--- src/rtl/dmem_pkg.sv ---
// Shared definitions for the data-memory arbiter: access-size encodings,
// arbiter state type, starvation counter width and a saturating increment.
package dmem_pkg;

  localparam logic [1:0] DSIZE_BYTE = 2'd0;
  localparam logic [1:0] DSIZE_HALF = 2'd1;
  localparam logic [1:0] DSIZE_RSVD = 2'd2;
  localparam logic [1:0] DSIZE_WORD = 2'd3;

  localparam int STARVE_W = 4;

  typedef enum logic {
    IDLE = 1'b0,
    ACK  = 1'b1
  } arb_state_t;

  function automatic logic [15:0] sat_inc16(input logic [15:0] v);
    if (v == 16'hFFFF) begin
      return v;
    end else begin
      return v + 16'd1;
    end
  endfunction

endpackage

--- src/rtl/arb_starve_ctr.sv ---
// Saturating starvation counter: counts contested cycles lost by the aux
// requester, cleared when aux withdraws or is granted.
module arb_starve_ctr
  import dmem_pkg::*;
#(
  parameter int MAX = 4
) (
  input  logic                clock,
  input  logic                reset,
  input  logic                clr,
  input  logic                inc,
  output logic [STARVE_W-1:0] count
);

  localparam logic [STARVE_W-1:0] MAX_C = STARVE_W'(MAX);
  localparam logic [STARVE_W-1:0] ONE_C = STARVE_W'(1);

  // Counter register; clear dominates increment, increment stops at MAX.
  always_ff @(posedge clock or posedge reset) begin
    if (reset) begin
      count <= {STARVE_W{1'b0}};
    end else if (clr) begin
      count <= {STARVE_W{1'b0}};
    end else if (inc && (count != MAX_C)) begin
      count <= count + ONE_C;
    end else begin
      count <= count;
    end
  end

endmodule

--- src/rtl/dmem_arbiter.sv ---
// Data-memory port arbiter between the CPU load/store path and an aux
// requester. Define DMEM_ARB_STATS_EN to add stat_conflicts/stat_aux counters.
module dmem_arbiter
  import dmem_pkg::*;
#(
  parameter int ADDR_W     = 32,
  parameter int DATA_W     = 32,
  parameter int STARVE_MAX = 4
) (
  input  logic              clock,
  input  logic              reset,
  input  logic              cpu_req,
  input  logic              cpu_we,
  input  logic [ADDR_W-1:0] cpu_addr,
  input  logic [DATA_W-1:0] cpu_wdata,
  input  logic [1:0]        cpu_dsize,
  output logic [DATA_W-1:0] cpu_rdata,
  output logic              cpu_stall,
  input  logic              aux_req,
  input  logic              aux_we,
  input  logic [ADDR_W-1:0] aux_addr,
  input  logic [DATA_W-1:0] aux_wdata,
  input  logic [1:0]        aux_dsize,
  output logic              aux_ack,
  output logic [DATA_W-1:0] aux_rdata,
  output logic [ADDR_W-1:0] mem_addr,
  output logic [DATA_W-1:0] mem_wdata,
  output logic              mem_we,
  output logic [1:0]        mem_dsize,
  input  logic [DATA_W-1:0] mem_rdata
`ifdef DMEM_ARB_STATS_EN
  ,
  output logic [15:0]       stat_conflicts,
  output logic [15:0]       stat_aux
`endif
);

  localparam logic [STARVE_W-1:0] STARVE_LIM = STARVE_W'(STARVE_MAX);

  arb_state_t          state_r;
  logic [STARVE_W-1:0] starve_s;
  logic                aux_grant_s;
  logic                aux_mem_s;
  logic                aux_rsvd_s;
  logic                contested_s;
  logic                starve_inc_s;
  logic                starve_clr_s;

  assign contested_s  = (state_r == IDLE) && aux_req && cpu_req;
  assign aux_grant_s  = (state_r == IDLE) && aux_req && (!cpu_req || (starve_s == STARVE_LIM));
  assign aux_rsvd_s   = (aux_dsize == DSIZE_RSVD);
  // A reserved-size aux grant completes the handshake but leaves the port to the CPU.
  assign aux_mem_s    = aux_grant_s && !aux_rsvd_s;
  assign starve_inc_s = contested_s && !aux_grant_s;
  assign starve_clr_s = !aux_req || aux_grant_s;

  assign cpu_stall = cpu_req && aux_mem_s;
  assign cpu_rdata = mem_rdata;

  arb_starve_ctr #(.MAX(STARVE_MAX)) u_starve (
    .clock (clock),
    .reset (reset),
    .clr   (starve_clr_s),
    .inc   (starve_inc_s),
    .count (starve_s)
  );

  // Memory port mux: aux fields when aux owns the port, otherwise CPU fields.
  always_comb begin
    mem_addr  = cpu_addr;
    mem_wdata = cpu_wdata;
    mem_dsize = cpu_dsize;
    mem_we    = 1'b0;
    if (aux_mem_s) begin
      mem_addr  = aux_addr;
      mem_wdata = aux_wdata;
      mem_dsize = aux_dsize;
      mem_we    = aux_we;
    end else begin
      mem_we    = cpu_req && cpu_we;
    end
  end

  // Handshake FSM with registered ack and captured aux read data.
  always_ff @(posedge clock or posedge reset) begin
    if (reset) begin
      state_r   <= IDLE;
      aux_ack   <= 1'b0;
      aux_rdata <= {DATA_W{1'b0}};
    end else begin
      case (state_r)
        IDLE: begin
          if (aux_grant_s) begin
            state_r   <= ACK;
            aux_ack   <= 1'b1;
            aux_rdata <= aux_rsvd_s ? {DATA_W{1'b0}} : mem_rdata;
          end else begin
            state_r   <= IDLE;
            aux_ack   <= 1'b0;
            aux_rdata <= aux_rdata;
          end
        end
        ACK: begin
          state_r   <= IDLE;
          aux_ack   <= 1'b0;
          aux_rdata <= aux_rdata;
        end
        default: begin
          state_r   <= IDLE;
          aux_ack   <= 1'b0;
          aux_rdata <= aux_rdata;
        end
      endcase
    end
  end

`ifdef DMEM_ARB_STATS_EN
  // Saturating conflict and aux-grant counters.
  always_ff @(posedge clock or posedge reset) begin
    if (reset) begin
      stat_conflicts <= 16'd0;
      stat_aux       <= 16'd0;
    end else begin
      stat_conflicts <= contested_s ? sat_inc16(stat_conflicts) : stat_conflicts;
      stat_aux       <= aux_grant_s ? sat_inc16(stat_aux) : stat_aux;
    end
  end
`endif

endmodule

--- config.mk ---
export PLATFORM = sky130hd
export DESIGN_NAME = dmem_arbiter
export DESIGN_NICKNAME = d
export VERILOG_FILES = /design/src/rtl/dmem_pkg.sv /design/src/rtl/arb_starve_ctr.sv /design/src/rtl/dmem_arbiter.sv
export SDC_FILE = /design/constraint.sdc
export NUM_CORES = 1
export LEC_CHECK = 0
export CELL_PAD_IN_SITES_DETAIL_PLACEMENT = 1
export CELL_PAD_IN_SITES_GLOBAL_PLACEMENT = 2
export CORE_ASPECT_RATIO = 1.1
export CORE_MARGIN = 2
export CORE_UTILIZATION = 15
export CTS_CLUSTER_SIZE = 8
export DETAILED_ROUTE_END_ITERATION = 16
export HOLD_SLACK_MARGIN = 0.05
export PLACE_DENSITY_LB_ADDON = 0.05
export SYNTH_ARGS = -nofsm -noshare
export SYNTH_HDL_FRONTEND = slang
export SYNTH_SLANG_ARGS = --single-unit
--- constraint.sdc ---
create_clock -name clock -period 2.7 [get_ports clock]
set_input_delay 0.54 -clock clock [delete_from_list [all_inputs] [get_ports clock]]
set_output_delay 0.54 -clock clock [all_outputs]
set_load 0.03 [all_outputs]
==> results.ini, run 1 <==
[outcome]
status = finished, violations left
violations = setup timing

[worst_setup_path]
timing.rr.start = u_starve.count[0]
cp_cell_sequence = inv_2 -> ha_4 -> nand3b_4 -> a211oi_4 -> buf_6 -> buf_12 -> clkbuf_16 -> mux2_4 -> buf_6
startpoint_type = flip-flop
critPathSlowestCell = dfrtp_1
crit_path_frequent_cell = buf_6
path_class = reg2out
critical-path-top-delay-family = buffers and inverters
critPathArrivalTime_ns = 2.16
rr_worst_depth = 7
slowest_delay_ns = 0.39
path_buf_inv = 5
critical_path_depth = 9
cp-startpoint = u_starve.count[0]
worst_setup_path_end_kind = primary output
cp_data_required_time_ns = 2.16
crit_fanout = 8

[floorplanning]
die_area_mm2 = 0.02071
die_h_um = 150.7
rows = 53
start_util_pct = 15.32
die_x_um = 137.4
io_pins = 303
core-area_mm2 = 0.01916

[logic_synthesis]
synthArstFlopShare_pct = 100.0
ys_types = 39
yosysWarnings = 0
yosysTopAreaCellShare_pct = 31.53
synthesis.nets = 433
synth_mux_area_share_pct = 29.14
synth_edf_count = 0
ys_seq_elements = 37
syn_avg_cell_area_um2 = 11.25
syn-cell-area_mm2 = 0.002937
netlist_instances = 261
synth_compound_area_share_pct = 12.74
synth_top_family_by_area = multiplexers
ys.flop_type = dfrtp_1
synth-simple-area-share_pct = 10.31
synth_xor_area_share_pct = 0
yosysTopAreaCell = dfrtp_1
synth_adder_area_share_pct = 0.8522
synthTopCellsByArea = dfrtp_1 32%, mux2_4 18%, o2bb2ai_1 9.5%
ys_seq_area_share_pct = 31.53

[clocking]
cts_hold_buf = 0
clock-root-buffer = clkbuf_16
clockBufferDepth = 2
cts_buffers = 5
cts_tree = done
cts_max_level = 2
cts.sinks = 37
clock_latency_ns = 0.28
path_clk_slew_ns = 0.06

[sta]
setup_ws_ns = -0.003356
tns_ns = -0.003356
fin_worst_skew_ns = 0.005800
slew_violations = 0
timing.final.crit_share_pct = 100.1
post-route-min-period_ns = 2.703
rsz0062_at_grt = yes
worst_slew_margin_rel_pct = 49.86
fmax_mhz = 369.9
setup_viol = 1
tightest_slew_ns = 0.7475
hold_viol = 0

[pwr]
finalPower_mw = 2.759
power_density_mw_per_mm2 = 418.3
p_leak_nw = 2.772
irDropWorstVdd_mv = 0.1923

[route]
totalWireLength_um = 16900
wl_per_cell_um = 21.10
viasPerCell = 4.092
vias = 3278
dr.pass1.iters = 4
dr.first_iter.drc_count = 64
drc = 0
antenna_left = 0

[min_path]
hold_path_class = reg2reg
hold_start = aux_rdata[2]
hold_depth = 1

[grt]
grt_pass1_vias = 3511
grt_overflow = 0
antenna_found_initial = 2
track_usage_pct = 15.28
grt_max_degree = 34
grt_pass1_wl_um = 23140

[layout]
layout-drive-gt1-share_pct = 34.12
syn_to_final_growth_pct = 124.6
final_nets = 725
antenna_cells = 0
final_util_pct = 34.42

[placed_design]
hpwl_um = 13160
portBuffers = 302
globalplace.congestion = 0.7152

[job]
cap_violations = 0

## metal layers
layer  track usage [%]  part of all wire, %  vias to the layer above
li1                  -                    -                     1515
met1             15.67                   35                     1579
met2             29.03                   53                      167
met3             5.926                   11                       13
met4             3.247                  1.1                        4
met5                 0                 0.16                        -
## cells in the mapped netlist (2+ instances only)
cell	n
buf_12	5
mux2_4	36
inv_1	6
dfrtp_1	37
nand3_1	38
o2bb2ai_1	32
buf_4	32
mux2_2	15
ha_1	2
mux2_1	13
nor2b_1	2
buf_2	8
clkbuf_1	8
nand2_1	2
## state kept, by name, indices dropped and copies added, names as in the netlist
signal / flops
state_r: 1
u_starve.count: 4
aux_rdata: 32
## placed cells by master, fill, tap and decap left out, drive strengths merged, types with 2 or more instances in the layout
master / Yosys / layout
buf: 47 / 104
nand2b: 2 / 2
o21ai: 2 / 2
dlygate4sd2: 0 / 4
dfrtp: 37 / 37
ha: 2 / 2
clkinv: 0 / 2
nand3: 38 / 38
o2bb2ai: 32 / 32
nand2: 2 / 2
clkbuf: 9 / 8
clkdlybuf4s50: 0 / 230
inv: 6 / 5
nor2b: 2 / 2
mux2: 64 / 64
## metrics by stage
stage               instance area, um2  instances  hold slack, ns  setup WS (ns)
global placement                  5962        778          0.4701        -0.4484
CTS                               6420        796          0.4958       -0.07972
detailed placement                5962        778          0.4770        -0.4886
finish                            6596        801          0.4881      -0.003356
global route                      6596        801          0.5101       -0.08090
floorplan                         2937        261          0.5184         0.2964
## layout make-up
class                           count  area, um2
Fill cell                        2096      12570
Timing Repair Buffer              341       3482
Multi-Input combinational cell    162       1685
Sequential cell                    37      925.9
Tap cell                          247      309.0
Clock buffer                        5      125.1
Clock inverter                      3      46.29
Inverter                            6      22.52
## final timing paths
path | slack (ns) | endpoint
worst max-delay path | -0.003 | mem_wdata[31]
worst min-delay path | 0.49 | aux_rdata[2]
worst max register to register | 0.96 | aux_rdata[10]
worst min register to register | 0.49 | aux_rdata[2]
max in group asynchronous | 1.59 | aux_rdata[4]
min in group asynchronous | 0.60 | aux_rdata[22]
## cells by family after synthesis
group                      Yosys count
muxes                               64
buffers and inverters               62
and+or+nand+nor                     52
AOI/OAI and AO/OA                   44
DFF                                 37
adders and majority gates            2
## power breakdown
group	total [mW]	internal (mW)	leakage [nW]	switching (mW)
Sequential	0.671	0.628	0.475	0.0428
Combinational	1.41	0.732	2.22	0.681
Clock	0.676	0.437	0.0800	0.239
## repair_timing
| item | CTS | global route |
|---|---|---|
| pin swaps | 2 | 1 |
| cloned | 3 | 3 |
| hold endpoints to repair | 0 | 0 |
| setup buffers | 8 | 4 |
| resized for setup | 189 | 52 |
| endpoints found under the setup margin | 64 | 62 |
No activity file was read; power rests on OpenSTA's default activity.
==> run 2: changes to the inputs <==
--- a/config.mk
+++ b/config.mk
@@ -8,7 +8,6 @@
 export CELL_PAD_IN_SITES_DETAIL_PLACEMENT = 1
 export CELL_PAD_IN_SITES_GLOBAL_PLACEMENT = 2
 export CORE_ASPECT_RATIO = 1.1
-export CORE_MARGIN = 2
 export CORE_UTILIZATION = 15
 export CTS_CLUSTER_SIZE = 8
 export DETAILED_ROUTE_END_ITERATION = 16
==> results.ini, run 2 (synthesized netlist as in run 1, its figures left out) <==
[worst_setup_path]
path_class = reg2out  ; unchanged
r2r-end = aux_rdata[26]  ; was aux_rdata[10]
startpoint_type = flip-flop  ; unchanged
cp_data_required_time_ns = 2.16  ; about the same
r2r_slack_ns = 1.06  ; was 0.96 ns
slowest_delay_ns = 0.39  ; about the same
rr_worst_depth = 6  ; was 7
cp_cell_sequence = inv_2 -> ha_4 -> nand3b_4 -> a211oi_4 -> buf_6 -> buf_12 -> buf_12 -> mux2_4 -> buf_6  ; was inv_2 -> ha_4 -> nand3b_4 -> a211oi_4 -> buf_6 -> buf_12 -> clkbuf_16 -> mux2_4 -> buf_6
critical-path-top-delay-family = buffers and inverters  ; unchanged
crit_fanout = 8  ; unchanged
critical_path_depth = 9  ; unchanged
critPathSlowestCell = dfrtp_1  ; unchanged
worst_setup_path_end_kind = primary output  ; unchanged
path_buf_inv = 5  ; unchanged
critPathArrivalTime_ns = 2.12  ; was 2.16 ns
timing.rr.start = u_starve.count[0]  ; unchanged

[sta]
timing.final.crit_share_pct = 98.41  ; was 100.1%
setup_viol = 0  ; was 1
hold_viol = 0  ; unchanged
fmax_mhz = 376.4  ; was 369.9 MHz
worst_slew_margin_rel_pct = 64.66  ; was 49.86%
tns_ns = 0  ; was -0.003356 ns
tightest_slew_ns = 0.5301  ; was 0.7475 ns
setup_ws_ns = 0.04300  ; was -0.003356 ns
rsz0062_at_grt = yes  ; unchanged
slew_violations = 0  ; unchanged
post-route-min-period_ns = 2.657  ; was 2.703 ns
fin_worst_skew_ns = 0.007895  ; was 0.005800 ns

[placed_design]
hpwl_um = 13070  ; was 13,160 um
globalplace.congestion = 0.8091  ; was 0.7152
dp_cells = 782  ; was 778
pre_cts_slack_ns = -0.5161  ; was -0.4886 ns
portBuffers = 302  ; unchanged

[layout]
largest-register = aux_rdata  ; unchanged
largest_reg_flops = 32  ; unchanged
final_common_cell = clkdlybuf4s50_1  ; unchanged
syn_to_final_growth_pct = 123.5  ; was 124.6%
final_cell_mix = 230 x clkdlybuf4s50_1, 56 x mux2_4, 46 x buf_6  ; was 230 x clkdlybuf4s50_1, 57 x mux2_4, 55 x buf_6
fin_cells = 804  ; was 801
reg.largest.list = aux_rdata x32, u_starve.count x4, state_r x1  ; unchanged
antenna_cells = 0  ; unchanged
final_nets = 728  ; was 725
layout-drive-gt1-share_pct = 34.47  ; was 34.12%

[min_path]
hold_depth = 1  ; unchanged
hold_start = aux_rdata[6]  ; was aux_rdata[2]
min_to = aux_rdata[6]  ; was aux_rdata[2]
hold_path_class = reg2reg  ; unchanged

[grt]
grt_max_degree = 38  ; was 34
grt_pass1_wl_um = 23230  ; was 23,140 um
antenna_found_initial = 1  ; was 2
grt_overflow = 0  ; unchanged
grt_pass1_vias = 3571  ; was 3,511
track_usage_pct = 15.69  ; was 15.28%

[floorplanning]
die_area_mm2 = 0.02014  ; was 0.02071 mm2
core-area_mm2 = 0.01916  ; unchanged
rows = 53  ; unchanged
start_util_pct = 15.32  ; unchanged
die_h_um = 148.7  ; was 150.7 um
die_x_um = 135.4  ; was 137.4 um
io_pins = 303  ; unchanged

[pwr]
finalPower_mw = 2.680  ; was 2.759 mW
power_density_mw_per_mm2 = 408.3  ; was 418.3 mW/mm2
irDropWorstVdd_mv = 0.1986  ; was 0.1923 mV
p_leak_nw = 2.770  ; was 2.772 nW

[clocking]
cts_buffers = 5  ; unchanged
path_clk_slew_ns = 0.06  ; about the same
clock-root-buffer = clkbuf_16  ; unchanged
cts.sinks = 37  ; unchanged
clock_latency_ns = 0.28  ; about the same
cts_max_level = 2  ; unchanged
cts_tree = done  ; unchanged
cts_hold_buf = 0  ; unchanged
clockBufferDepth = 2  ; unchanged

[route]
antenna_left = 0  ; unchanged
drc = 0  ; unchanged
vias = 3262  ; was 3,278
wl_per_cell_um = 20.43  ; was 21.10 um
totalWireLength_um = 16420  ; was 16,900 um
viasPerCell = 4.057  ; was 4.092
dr.pass1.iters = 6  ; was 4
dr.first_iter.drc_count = 51  ; was 64

[job]
cap_violations = 0  ; unchanged

[outcome]
status = finished, final reports clean  ; was finished, violations left

==> run 2: timing repair <==
action / CTS / global route
endpoints found under the hold margin: 0 / 0
gates cloned: 3 / 0
setup buffers: 8 / 5
gates resized for setup: 202 / 41
pin swaps: 2 / 2
setup endpoints to repair: 64 / 63
==> run 2: worst max-delay path by stage <==
| stage | from | end |
|---|---|---|
| after global placement | aux_req | mem_addr[4] |
| after CTS | u_starve.count[0] | mem_addr[31] |
| after global routing | u_starve.count[0] | mem_addr[15] |
| after detailed placement | aux_req | mem_addr[6] |
| after floorplan | aux_req | cpu_stall |
| final | u_starve.count[0] | mem_addr[11] |
==> run 2: power by group <==
group | switching (mW) | internal (mW) | leakage, nW | total, mW
clock | 0.238 | 0.367 | 0.0768 | 0.606
sequential | 0.0404 | 0.628 | 0.475 | 0.668
combinational | 0.678 | 0.728 | 2.22 | 1.41
==> run 2: cell type report <==
cell class,count,area (um2)
clock buffers,6,138.9
inverters,6,22.52
flip-flops and latches,37,925.9
repair buffers,344,3472
well taps,247,309.0
fillers,2119,12600
clock inverters,2,13.76
multi-input cells,162,1682
==> run 2: layer usage <==
layer / GRT usage, % / routed length, um / vias to the layer above
li1: - / - / 1518
met1: 16.67 / 6071 / 1547
met2: 28.21 / 8205 / 177
met3: 5.878 / 1732 / 18
met4: 5.337 / 401 / 2
met5: 0 / 13 / -
==> run 2: per-stage QoR <==
stage	hold WS, ns	util [%]	cell area [um2]
2_1_floorplan	0.5184	-	2937
3_3_place_gp	0.4712	31.23	5984
3_5_place_dp	0.4725	31.23	5984
4_1_cts	0.4952	33.84	6485
5_1_grt	0.5025	34.25	6564
6_report	0.4875	34.25	6564
